`src/rtl/mips_bus_arb_if.sv`:
```
// rtl/mips_bus_arb_if.sv - core-side request ports and external memory bus of the MIPS bus arbiter
interface mips_bus_arb_if;
  logic        i_req;
  logic [31:0] i_addr;
  logic [31:0] i_rdata;
  logic        i_ack;
  logic        i_err;
  logic        d_req;
  logic        d_we;
  logic [3:0]  d_be;
  logic [31:0] d_addr;
  logic [31:0] d_wdata;
  logic [31:0] d_rdata;
  logic        d_ack;
  logic        d_err;
  logic        m_req;
  logic        m_we;
  logic [3:0]  m_be;
  logic [31:0] m_addr;
  logic [31:0] m_wdata;
  logic [31:0] m_rdata;
  logic        m_ack;
  logic        stall;

  // master: the core ports plus the memory fabric; slave: the arbiter itself
  modport master (
    output i_req, i_addr, d_req, d_we, d_be, d_addr, d_wdata, m_rdata, m_ack,
    input  i_rdata, i_ack, i_err, d_rdata, d_ack, d_err,
    input  m_req, m_we, m_be, m_addr, m_wdata, stall
  );

  modport slave (
    input  i_req, i_addr, d_req, d_we, d_be, d_addr, d_wdata, m_rdata, m_ack,
    output i_rdata, i_ack, i_err, d_rdata, d_ack, d_err,
    output m_req, m_we, m_be, m_addr, m_wdata, stall
  );
endinterface

```
`src/rtl/mips_bus_arb.sv`:
```
// rtl/mips_bus_arb.sv - single-bus arbiter between MIPS I fetch and load/store ports
module mips_bus_arb #(
  parameter int unsigned D_BURST = 4,
  parameter int unsigned TIMEOUT = 255
) (
  input  logic              clock,
  input  logic              reset_n,
  mips_bus_arb_if.slave     bus
);

  typedef enum logic [1:0] {IDLE, IBUS, DBUS} state_t;

  localparam logic [3:0] BURST_MAX = 4'(D_BURST);
  localparam logic [7:0] TMO_MAX   = 8'(TIMEOUT);

  state_t      state_q, state_d;
  logic        m_req_q, m_req_d;
  logic        m_we_q, m_we_d;
  logic [3:0]  m_be_q, m_be_d;
  logic [31:0] m_addr_q, m_addr_d;
  logic [31:0] m_wdata_q, m_wdata_d;
  logic [31:0] i_rdata_q, i_rdata_d;
  logic [31:0] d_rdata_q, d_rdata_d;
  logic        i_ack_q, i_ack_d;
  logic        i_err_q, i_err_d;
  logic        d_ack_q, d_ack_d;
  logic        d_err_q, d_err_d;
  logic [3:0]  burst_q, burst_d;
  logic [7:0]  tmo_q, tmo_d;

  logic i_elig, d_elig;

  // A port is not eligible on its own completion cycle, so a held req cannot double-grant
  assign i_elig = bus.i_req & ~i_ack_q & ~i_err_q;
  assign d_elig = bus.d_req & ~d_ack_q & ~d_err_q;

  always_comb begin
    state_d   = state_q;
    m_req_d   = m_req_q;
    m_we_d    = m_we_q;
    m_be_d    = m_be_q;
    m_addr_d  = m_addr_q;
    m_wdata_d = m_wdata_q;
    i_rdata_d = i_rdata_q;
    d_rdata_d = d_rdata_q;
    i_ack_d   = 1'b0;
    i_err_d   = 1'b0;
    d_ack_d   = 1'b0;
    d_err_d   = 1'b0;
    burst_d   = burst_q;
    tmo_d     = tmo_q;

    case (state_q)
      IDLE: begin
        tmo_d = '0;
        if (d_elig && !(i_elig && burst_q == BURST_MAX)) begin
          state_d   = DBUS;
          m_req_d   = 1'b1;
          m_we_d    = bus.d_we;
          m_be_d    = bus.d_be;
          m_addr_d  = bus.d_addr;
          m_wdata_d = bus.d_wdata;
          // D only wins a contested slot below BURST_MAX, so the increment cannot overshoot
          burst_d   = i_elig ? burst_q + 4'd1 : 4'd0;
        end else if (i_elig) begin
          state_d   = IBUS;
          m_req_d   = 1'b1;
          m_we_d    = 1'b0;
          m_be_d    = 4'hF;
          m_addr_d  = bus.i_addr;
          m_wdata_d = '0;
          burst_d   = 4'd0;
        end
      end

      IBUS, DBUS: begin
        if (bus.m_ack) begin
          state_d = IDLE;
          m_req_d = 1'b0;
          tmo_d   = '0;
          if (state_q == IBUS) begin
            i_rdata_d = bus.m_rdata;
            i_ack_d   = 1'b1;
          end else begin
            d_rdata_d = bus.m_rdata;
            d_ack_d   = 1'b1;
          end
        end else if (tmo_q == TMO_MAX) begin
          state_d = IDLE;
          m_req_d = 1'b0;
          tmo_d   = '0;
          if (state_q == IBUS) begin
            i_rdata_d = '0;
            i_err_d   = 1'b1;
          end else begin
            d_rdata_d = '0;
            d_err_d   = 1'b1;
          end
        end else begin
          tmo_d = tmo_q + 8'd1;
        end
      end

      default: state_d = IDLE;
    endcase
  end

  always_ff @(posedge clock or negedge reset_n) begin
    if (!reset_n) begin
      state_q   <= IDLE;
      m_req_q   <= 1'b0;
      m_we_q    <= 1'b0;
      m_be_q    <= '0;
      m_addr_q  <= '0;
      m_wdata_q <= '0;
      i_rdata_q <= '0;
      d_rdata_q <= '0;
      i_ack_q   <= 1'b0;
      i_err_q   <= 1'b0;
      d_ack_q   <= 1'b0;
      d_err_q   <= 1'b0;
      burst_q   <= '0;
      tmo_q     <= '0;
    end else begin
      state_q   <= state_d;
      m_req_q   <= m_req_d;
      m_we_q    <= m_we_d;
      m_be_q    <= m_be_d;
      m_addr_q  <= m_addr_d;
      m_wdata_q <= m_wdata_d;
      i_rdata_q <= i_rdata_d;
      d_rdata_q <= d_rdata_d;
      i_ack_q   <= i_ack_d;
      i_err_q   <= i_err_d;
      d_ack_q   <= d_ack_d;
      d_err_q   <= d_err_d;
      burst_q   <= burst_d;
      tmo_q     <= tmo_d;
    end
  end

  assign bus.m_req   = m_req_q;
  assign bus.m_we    = m_we_q;
  assign bus.m_be    = m_be_q;
  assign bus.m_addr  = m_addr_q;
  assign bus.m_wdata = m_wdata_q;
  assign bus.i_rdata = i_rdata_q;
  assign bus.d_rdata = d_rdata_q;
  assign bus.i_ack   = i_ack_q;
  assign bus.i_err   = i_err_q;
  assign bus.d_ack   = d_ack_q;
  assign bus.d_err   = d_err_q;
  assign bus.stall   = (bus.i_req & ~i_ack_q & ~i_err_q) | (bus.d_req & ~d_ack_q & ~d_err_q);

endmodule

```
`src/flat_wrapper.sv`:
```
// flat-port wrapper written by rule: the top's interface ports become plain ports
module mips_bus_arb_flat 
#(
  parameter int unsigned D_BURST = 4,
  parameter int unsigned TIMEOUT = 255
)
  (clock, reset_n, bus_i_req, bus_i_addr, bus_d_req, bus_d_we, bus_d_be, bus_d_addr, bus_d_wdata, bus_m_rdata, bus_m_ack, bus_i_rdata, bus_i_ack, bus_i_err, bus_d_rdata, bus_d_ack, bus_d_err, bus_m_req, bus_m_we, bus_m_be, bus_m_addr, bus_m_wdata, bus_stall);
  mips_bus_arb_if bus_i ();
  input  logic clock;
  input  logic reset_n;
  input wire logic [$bits(bus_i.i_req)-1:0] bus_i_req;
  input wire logic [$bits(bus_i.i_addr)-1:0] bus_i_addr;
  input wire logic [$bits(bus_i.d_req)-1:0] bus_d_req;
  input wire logic [$bits(bus_i.d_we)-1:0] bus_d_we;
  input wire logic [$bits(bus_i.d_be)-1:0] bus_d_be;
  input wire logic [$bits(bus_i.d_addr)-1:0] bus_d_addr;
  input wire logic [$bits(bus_i.d_wdata)-1:0] bus_d_wdata;
  input wire logic [$bits(bus_i.m_rdata)-1:0] bus_m_rdata;
  input wire logic [$bits(bus_i.m_ack)-1:0] bus_m_ack;
  output wire logic [$bits(bus_i.i_rdata)-1:0] bus_i_rdata;
  output wire logic [$bits(bus_i.i_ack)-1:0] bus_i_ack;
  output wire logic [$bits(bus_i.i_err)-1:0] bus_i_err;
  output wire logic [$bits(bus_i.d_rdata)-1:0] bus_d_rdata;
  output wire logic [$bits(bus_i.d_ack)-1:0] bus_d_ack;
  output wire logic [$bits(bus_i.d_err)-1:0] bus_d_err;
  output wire logic [$bits(bus_i.m_req)-1:0] bus_m_req;
  output wire logic [$bits(bus_i.m_we)-1:0] bus_m_we;
  output wire logic [$bits(bus_i.m_be)-1:0] bus_m_be;
  output wire logic [$bits(bus_i.m_addr)-1:0] bus_m_addr;
  output wire logic [$bits(bus_i.m_wdata)-1:0] bus_m_wdata;
  output wire logic [$bits(bus_i.stall)-1:0] bus_stall;
  assign bus_i.i_req = bus_i_req;
  assign bus_i.i_addr = bus_i_addr;
  assign bus_i.d_req = bus_d_req;
  assign bus_i.d_we = bus_d_we;
  assign bus_i.d_be = bus_d_be;
  assign bus_i.d_addr = bus_d_addr;
  assign bus_i.d_wdata = bus_d_wdata;
  assign bus_i.m_rdata = bus_m_rdata;
  assign bus_i.m_ack = bus_m_ack;
  assign bus_i_rdata = bus_i.i_rdata;
  assign bus_i_ack = bus_i.i_ack;
  assign bus_i_err = bus_i.i_err;
  assign bus_d_rdata = bus_i.d_rdata;
  assign bus_d_ack = bus_i.d_ack;
  assign bus_d_err = bus_i.d_err;
  assign bus_m_req = bus_i.m_req;
  assign bus_m_we = bus_i.m_we;
  assign bus_m_be = bus_i.m_be;
  assign bus_m_addr = bus_i.m_addr;
  assign bus_m_wdata = bus_i.m_wdata;
  assign bus_stall = bus_i.stall;
  mips_bus_arb #(.D_BURST(D_BURST), .TIMEOUT(TIMEOUT)) u_core (.clock(clock), .reset_n(reset_n), .bus(bus_i));
endmodule
```
`config.mk`:
```
export PLATFORM = sky130hd
export DESIGN_NAME = mips_bus_arb_flat
export DESIGN_NICKNAME = d
export VERILOG_FILES = /design/src/rtl/mips_bus_arb_if.sv /design/src/rtl/mips_bus_arb.sv /design/src/flat_wrapper.sv
export SDC_FILE = /design/constraint.sdc
export NUM_CORES = 1
export LEC_CHECK = 0
export ABC_AREA = 0
export CAP_MARGIN = 10
export CORE_UTILIZATION = 33
export DETAILED_ROUTE_END_ITERATION = 10
export GPL_ROUTABILITY_DRIVEN = 0
export PLACE_DENSITY = 0.65
export SLEW_MARGIN = 20
export SYNTH_ARGS = -nofsm -noshare
export SYNTH_HDL_FRONTEND = slang
export SYNTH_SLANG_ARGS = --single-unit
export TNS_END_PERCENT = 1
```
`constraint.sdc`:
```
create_clock -name clock -period 2.6 [get_ports clock]
set_input_delay 0.39 -clock clock [delete_from_list [all_inputs] [get_ports clock]]
set_output_delay 0.39 -clock clock [all_outputs]
set_load 0.02 [all_outputs]
```
=== Word level (Yosys, flattened, before mapping) ===
Index checks and enable logic that the tools add are counted.
W data, S select, Z words.

* Flip-flop bits (word level): 152
* Latch bits: 0
* Bits in writable memories: 0
* ROM bits: 0
* Bits of input ports: 138
* Output and inout port bits: 139
* Logic and storage cells: 89
* Memories kept: 0

* Add/subtract/negate cells: 2
* Multiply operators: 0
* Divide/modulo/power cells: 0
* $lt $le $gt $ge: 0
* Equal/unequal tests: 6
* Shifts and indexed selects: 0
* Muxes and demuxes: 44
* Bitwise gates (word level): 10
* Reductions and logical operators: 13

{| class="wikitable"
|+ Operators with widths
! kind !! count
|-
| $mux W32 || 12
|-
| $mux W4 || 5
|-
| $mux W1 || 18
|-
| $mux W8 || 2
|-
| $pmux W8 S2 || 1
|-
| $reduce_and A3 Y1 || 3
|-
| $add A8 B1 Y8 const B || 1
|-
| $eq A8 B8 Y1 const B || 1
|-
| $mux W2 || 4
|-
| $reduce_bool A2 Y1 || 3
|-
| $not A1 Y1 || 5
|-
| $add A4 B1 Y4 const B || 1
|-
| $and A1 B1 Y1 || 4
|-
| $eq A4 B3 Y1 const B || 1
|-
| $pmux W2 S2 || 1
|-
| $reduce_and A2 Y1 || 2
|-
| $ne A3 B1 Y1 const B || 1
|-
| $ne A3 B2 Y1 const B || 1
|-
| $eq A2 B1 Y1 const B || 1
|-
| $eq A2 B2 Y1 const B || 1
|-
| $logic_and A1 B1 Y1 || 2
|-
| $logic_not A2 Y1 || 1
|-
| $pmux W1 S2 || 1
|-
| $reduce_or A2 Y1 || 1
|-
| other kinds (2) || 2
|}

=== Depth between registers and ports, before layout ===
Gate-level depths: netlist (run 1).

* Depth in word-level cells: 8
* Gate-level depth with buffers: 8
* Mapped depth without buffers: 6

=== Worst setup path after synthesis (run 1) ===
No wires, ideal clock.

* Path kind: reg2reg
* Start: register u_core.tmo_q[0]
* End: register u_core.i_rdata_q[1], in the netlist u_core.bus.i_rdata[1]
* Setup time: 125 ps
* Arrival time: 1800 ps
* Data required time: 2475 ps
* Setup slack: 674 ps
* Stages on the path, launching flop included: 9
* Path buffers: 3
* Period minus slack after synthesis: 1926 ps
* Path through: dfrtp_1 -> ha_1 -> and3_1 -> buf_6 -> a21o_1 -> and3_1 -> buf_6 -> buf_6 -> mux2_4

* Word-level cells in the longest chain between the ends: 3

{| class="wikitable"
|+ RTL lines
! item !! line !! source
|-
| start: declaration || mips_bus_arb.sv:29 || <nowiki>logic [7:0] tmo_q, tmo_d;</nowiki>
|-
| start signal: assignment || mips_bus_arb.sv:138 || <nowiki>tmo_q <= tmo_d;</nowiki>
|-
| $eq A8 B8 Y1 || mips_bus_arb.sv:88 || <nowiki>end else if (tmo_q == TMO_MAX) begin</nowiki>
|-
| $reduce_bool A2 Y1 (no line) || -- ||
|-
| $reduce_and A3 Y1 (no line) || -- ||
|-
| end signal: assignment || mips_bus_arb.sv:131 || <nowiki>i_rdata_q <= i_rdata_d;</nowiki>
|-
| end: declaration || mips_bus_arb.sv:22 || <nowiki>logic [31:0] i_rdata_q, i_rdata_d;</nowiki>
|}

Every way passes these cells.
A chain may end at the register's enable or synchronous reset.

=== Worst setup path in the final report (run 1) ===
* Start: input bus_i_req
* End: output bus_stall

* Word-level cells in the longest chain between the ends: 3

{| class="wikitable"
|+ RTL lines
! item !! line !! source
|-
| start: declaration || flat_wrapper.sv:11 || <nowiki>input wire logic [$bits(bus_i.i_req)-1:0] bus_i_req;</nowiki>
|-
| $and A1 B1 Y1 (2 in series) || mips_bus_arb.sv:153 || <nowiki>assign bus.stall = (bus.i_req & ~i_ack_q & ~i_err_q) | (bus.d_req & ~d_ack_q & ~d_err_q);</nowiki>
|-
| $or A1 B1 Y1 || mips_bus_arb.sv:153 ||
|-
| end: declaration || flat_wrapper.sv:31 || <nowiki>output wire logic [$bits(bus_i.stall)-1:0] bus_stall;</nowiki>
|}

Every way passes these cells.

==> summary.txt, run 1 <==
Timing
  • Fmax achieved: about 450 MHz
  • Final setup margin: 0.3614 ns
  • Slew @ Worst Pin: about 0.56 ns
  • RSZ-0062 raised after global routing: no
  • Rel. slew slack: between 60% and 70%
  • Final slew viol count: 0
  • Final worst path period share: 86.10%
  • Final hold violations: 0
  • Total Neg Setup Slack: 0 ns
  • Final worst path period need: roughly 2.2 ns
  • Clk_skew: around 0.012 ns
  • Final setup viols: 0

Critical path
  • CP required: between 2 and 2.5 ns
  • Slowest Stage Delay on Critical Path: around 0.64 ns
  • Critical path's most frequent cell: clkdlybuf4s50_1
  • Critical path arrival: 1.85 ns
  • Critical-path cell list: clkdlybuf4s50_1 -> nor3b_2 -> nor2_1 -> inv_1 -> clkdlybuf4s50_1
  • Critical Path Sink Type: primary output
  • Worst setup path class: input pin to primary output
  • Worst-path fanout max: 2
  • Worst Setup Start Kind: input pin
  • CP max-delay cell: clkdlybuf4s50_1

Synthesis
  • Cells after Synth: between 400 and 500
  • Count of cell types in the netlist: just over 40
  • Yosys top cell by area: dfrtp_1
  • Top cell type's share of synthesized area: around three fifths
  • Synth Warn #: 0
  • EDFF count, synth: 0
  • #FFs+latches synth: approximately 150
  • Synthesized area: between 0.006 and 0.007 mm^2
  • Net Count, Synth: slightly above 600
  • Area contributors post-synth: dfrtp_1 (59%), a22o_1 (9.1%), mux2_2 (9.0%)
  • Async SR Flop Fraction: between 90% and 100%
  • Predominant post-synthesis flop cell: dfrtp_1
  • Post-Syn Area per Cell: roughly 13 um^2
  • Sequential cell area fraction in the yosys report: 59.29%

Clock network
  • Clock root cell: clkbuf_16
  • TritonCTS clock tree: built
  • TritonCTS Buffers: 17
  • H-tree Lvls: 4
  • CTS clk-pin slew, worst paths: 0.06 ns
  • Clk Latency, worst-skew pair: approximately 0.42 ns
  • Clk sinks: ~150
  • Longest Clk Path Bufs: 2
  • Post-CTS sizing: 0

Finish
  • Fraction of layout cells with a size suffix above 1: between 10 and 15%
  • P&R area growth vs syn: 56.29%
  • Most common cell after layout, fill and taps aside: clkdlybuf4s50_1
  • Area of the multi-input gates: about 0.0024 mm^2
  • Commonest non-fill, non-tap cells in the layout: clkdlybuf4s50_1 (275), dfrtp_1 (152), a22o_1 (67)
  • Fillcell total: roughly 1,600
  • Fin nets: 894
  • FF+latch area: around 0.0038 mm^2
  • Final Cell Area: between 0.01 and 0.015 mm^2

Route
  • Vias: about 5,000
  • Pre-antenna DRT Iters: 4
  • Wire length per cell: ~18 um
  • Antenna viol nets, final: 0
  • Detailed router's first-iteration violation count: roughly 210
  • DRC viols: 0
  • Vias per cell: just under 5
  • Post-Route WL: around 18,000 um

Place
  • Port bufs: roughly 280
  • Post-DP Area: 0.009437 mm^2
  • DP Wirelength: 12,860 um
  • Pre-CTS setup slack: 0.3304 ns

Pwr
  • Pwr dens: approximately 1300 mW/mm^2
  • Leak Pwr: 4.544 nW
  • Peak VDD IR: 0.5858 mV

Floorplan
  • Initial Util: between 30% and 40%
  • Core Rows: 50
  • Die extent in y: about 140 um
  • Die X-Extent: 141.4 um
  • Die area: ~0.02 mm^2
  • Io pins: around 280
  • Core area: ~0.019 mm^2

Global routing
  • Initial antenna violation count: 1
  • Grt ovf: 0
  • Global-route wire length before repair: around 29,000 um
  • GRT Total Usage: between 10% and 20%
  • Vias in the first global route: about 5,300
  • Largest net degree at the start of global routing: roughly 70

Outcome
  • Status: completed

Flow run
  • Max Cap Violations: 0

Worst hold path
  • Worst Hold Class: register to register
[metrics by stage]
stage	hold WS, ns	total power, mW	util (%)	std cells
final	0.5028	12.83	53.07	1024
after global routing	0.5170	13.52	53.07	1024
after floorplan	0.09441	7.541	-	476
after detailed placement	0.3995	10.49	49.95	990
after global placement	0.3991	10.31	49.95	990
after CTS	0.5085	12.98	53.05	1023
[final timing paths]
kind | end | start | cells past startpoint | slack (ns)
min | u_core.bus.m_wdata[0] | u_core.bus.m_wdata[0] | 1 | 0.50
min reg2reg | u_core.bus.m_wdata[0] | u_core.bus.m_wdata[0] | 1 | 0.50
max in group asynchronous | u_core.bus.i_rdata[26] | reset_n | 3 | 1.33
max | bus_stall | bus_i_req | 5 | 0.36
max reg2reg | u_core.bus.i_rdata[18] | u_core.tmo_q[0] | 6 | 0.46
min in group asynchronous | u_core.bus.m_wdata[11] | reset_n | 2 | 0.52
[cell type report]
cell class | instances | share of cell area [%]
clock inverters | 9 | 0.8861
well taps | 260 | 3.245
clock buffers | 23 | 4.867
diodes | 1 | 0.02496
inverters | 7 | 0.2621
multi-input cells | 284 | 23.79
repair buffers | 288 | 28.99
flip-flops and latches | 152 | 37.94
[where the power goes]
| group | switching, mW | internal, mW |
|---|---|---|
| registers | 0.613 | 3.44 |
| clock network | 0.984 | 1.42 |
| logic | 3.05 | 3.31 |
| total | 4.65 | 8.18 |
[what timing repair did]
| item | 4_1_cts | 5_1_grt |
|---|---|---|
| hold buffers | 1 | 0 |
| hold endpoints to repair | 53 | 0 |
| setup buffers | 0 | 0 |
[registers in the layout, indices dropped and copies added, names as in the netlist]
signal,flops
u_core.bus.d_rdata,32
u_core.bus.i_rdata,32
u_core.bus.m_addr,32
u_core.bus.m_wdata,32
u_core.tmo_q,8
u_core.burst_q,4
u_core.bus.m_be,4
u_core.state_q,2
u_core.bus.d_ack,1
u_core.bus.d_err,1
u_core.bus.i_ack,1
u_core.bus.i_err,1
u_core.bus.m_req,1
u_core.bus.m_we,1
[routing by layer]
layer  track usage [%]  up-vias  wire length, um
met1             20.29     2508             7043
met4             5.772        0              307
met2             31.94      211             9087
li1                  -     2277                -
met5                 0        -                0
met3             8.269       18             1868
[critical path, delay by kind of cell]
family / cells / cell delay, ns
and+or+nand+nor: 2 / 0.30
buffers and inverters: 3 / 1.16
[cells by family after synthesis]
family / after synthesis / synth area share (%)
buffers and inverters: 40 / 3.784
adder cells (fa/ha/maj): 6 / 1.170
AND/OR/NAND/NOR: 89 / 7.997
flip-flops: 152 / 59.29
AO/OA/AOI/OAI: 123 / 15.45
multiplexers: 66 / 12.31
[cells in the mapped netlist (2+ instances only)]
library cell  number
dfrtp_1          152
a22o_1            67
mux2_2            51
a21o_1            35
and2_1            33
clkbuf_1          16
nand2_1           15
mux2_4            13
nand3_1           11
buf_6             10
inv_1              7
ha_1               6
nor2_1             6
o21ai_0            6
and3_1             5
buf_2              5
nor3_1             4
o22a_1             4
o31ai_1            3
a21oi_1            2
mux2i_1            2
nor2b_1            2
nor3b_2            2
or4_1              2
No activity file was read; power rests on OpenSTA's default activity.
==> run 2: changes to the inputs <==
==> constraint.sdc (replaced) <==
create_clock -name clock -period 2.5 [get_ports clock]
set_input_delay 0.375 -clock clock [delete_from_list [all_inputs] [get_ports clock]]
set_output_delay 0.375 -clock clock [all_outputs]
set_load 0.02 [all_outputs]
==> summary.txt, run 2 (synthesized netlist as in run 1, its figures left out) <==
Floorplan
  • Die area: 0.02000 mm^2
  • Core Rows: 50
  • Io pins: between 200 and 300
  • Die X-Extent: 141.4 um
  • Core area: roughly 0.019 mm^2
  • Die extent in y: 141.4 um
  • Initial Util: between 30% and 40%

Global routing
  • GRT Total Usage: 18.16%
  • Initial antenna violation count: 0
  • Largest net degree at the start of global routing: 66
  • Grt ovf: 0
  • Vias in the first global route: about 5,300
  • Global-route wire length before repair: about 28,000 um

Clock network
  • TritonCTS Buffers: 17
  • Longest Clk Path Bufs: 2
  • CTS clk-pin slew, worst paths: roughly 0.060 ns
  • Post-CTS sizing: 0
  • H-tree Lvls: 4
  • Clk Latency, worst-skew pair: roughly 0.42 ns
  • TritonCTS clock tree: built
  • Clk sinks: 152
  • Clock root cell: clkbuf_16

Route
  • Detailed router's first-iteration violation count: roughly 210
  • Wire length per cell: approximately 18 um
  • Pre-antenna DRT Iters: 6
  • Antenna viol nets, final: 0
  • Vias per cell: slightly below 5
  • DRC viols: 0
  • Post-Route WL: 18,120 um
  • Vias: around 5,000

Finish
  • Ant diodes: 0
  • Commonest non-fill, non-tap cells in the layout: clkdlybuf4s50_1 (275), dfrtp_1 (152), a22o_1 (67)
  • P&R area growth vs syn: 57.40%
  • Fraction of layout cells with a size suffix above 1: ~15%
  • Fillcell total: between 1,500 and 2,000
  • Most common cell after layout, fill and taps aside: clkdlybuf4s50_1
  • Layout Cells excl Fill: 1,024
  • Fin nets: 895

Pwr
  • Clock power share: about a fifth
  • Sequential Power Share: a little under a third
  • NetSw: approximately 5 mW
  • Internal: ~8.7 mW
  • Leak Pwr: between 4 and 5 nW
  • Peak VDD IR: between 0.6 and 0.7 mV
  • Pwr dens: roughly 1300 mW/mm^2
  • Power Total: 13.58 mW
  • Sw frac: 35.86%
  • Comb pwr share: between 40% and 50%

Timing
  • Final setup viols: 0
  • Total Neg Setup Slack: 0 ns
  • Final slew viol count: 0
  • Final hold violations: 0
  • Final worst path period share: 89.14%
  • Fmax achieved: between 400 and 500 MHz
  • Clk_skew: 0.007482 ns
  • RSZ-0062 raised after global routing: no
  • Rel. slew slack: approximately three fifths
  • Final worst path period need: approximately 2.2 ns
  • Slew @ Worst Pin: 0.5705 ns
  • Final setup margin: about 0.27 ns

Place
  • DP Wirelength: 12,750 um
  • Pre-CTS setup slack: roughly 0.22 ns
  • Port bufs: approximately 280
  • Placed insts: around 1,000

Outcome
  • Status: completed

Critical path
  • Critical path arrival: 1.85 ns
  • Worst setup path class: register to primary output
  • Critical Path Sink Type: primary output
  • Worst Setup Start Kind: register
  • Critical-path cell list: nor3b_2 -> nor2_1 -> inv_1 -> clkdlybuf4s50_1
  • CP required: between 2 and 2.5 ns
  • Worst-path fanout max: 2
  • Slowest Stage Delay on Critical Path: roughly 0.64 ns
  • CP max-delay cell: clkdlybuf4s50_1

Flow run
  • Max Cap Violations: 0

Worst hold path
  • Worst Hold Class: input pin to asynchronous set/reset pin
## run 2: worst max-delay path, delay by kind of cell, from the launching register on
family                 cells  cell delay [ns]
buffers and inverters      2             0.71
flip-flops                 1             0.41
AND/OR/NAND/NOR            2             0.32
## run 2: worst paths after layout
| check | endpoint | depth (start not counted) | slack, ns | from |
|---|---|---|---|---|
| min | u_core.bus.m_wdata[8] | 2 | 0.44 | reset_n |
| max | bus_stall | 4 | 0.27 | u_core.bus.d_ack |
| min in group clock | u_core.bus.m_wdata[1] | 1 | 0.51 | u_core.bus.m_wdata[1] |
| max in group asynchronous | u_core.bus.m_addr[6] | 3 | 1.32 | reset_n |
| min reg2reg | u_core.bus.m_wdata[1] | 1 | 0.51 | u_core.bus.m_wdata[1] |
| max reg2reg | u_core.bus.d_rdata[13] | 6 | 0.37 | u_core.tmo_q[0] |
## run 2: area by class of cell
| class | instances | area (um^2) | share of cell area (%) |
|---|---|---|---|
| inverter | 7 | 26.28 | 0.2602 |
| clock inverter | 13 | 165.2 | 1.636 |
| multi-input combinational | 284 | 2385 | 23.62 |
| sequential | 152 | 3804 | 37.67 |
| timing repair buffer | 289 | 2939 | 29.11 |
| clock buffer | 19 | 452.9 | 4.486 |
| tap | 260 | 325.3 | 3.222 |
## run 2: layer usage
| metal | GRT usage (%) | wire (um) | share of wire [%] | vias to the layer above |
|---|---|---|---|---|
| li1 | - | - | - | 2281 |
| met1 | 20.17 | 7057 | 39 | 2470 |
| met2 | 31.03 | 8853 | 49 | 219 |
| met3 | 7.459 | 1829 | 10 | 27 |
| met4 | 7.074 | 383 | 2.1 | 0 |
| met5 | 0 | 0 | 0 | - |
## run 2: power by group through the flow
stage / sequential [mW] / clock, mW / combinational, mW
6_report: 4.21 / 2.68 / 6.69
5_1_grt: 4.35 / 2.86 / 7.08
4_1_cts: 4.22 / 2.76 / 6.76
3_5_place_dp: 4.24 / 0 / 6.73
3_3_place_gp: 4.19 / 0 / 6.59
2_1_floorplan: 5.50 / 0 / 2.35
## run 2: timing repair
item                                    4_1_cts  5_1_grt
hold buffers                                  1        0
endpoints found under the hold margin        39        0
setup buffers                                 0        0
endpoints found under the setup margin        0        0
## run 2: per-stage QoR
stage | util (%) | instance area, um^2 | hold WS, ns
6_report | 53.44 | 10100 | 0.4356
5_1_grt | 53.44 | 10100 | 0.4722
4_1_cts | 53.44 | 10100 | 0.4381
3_5_place_dp | 50.12 | 9469 | 0.3203
3_3_place_gp | 50.12 | 9469 | 0.3155
2_1_floorplan | - | 6415 | 0.07941
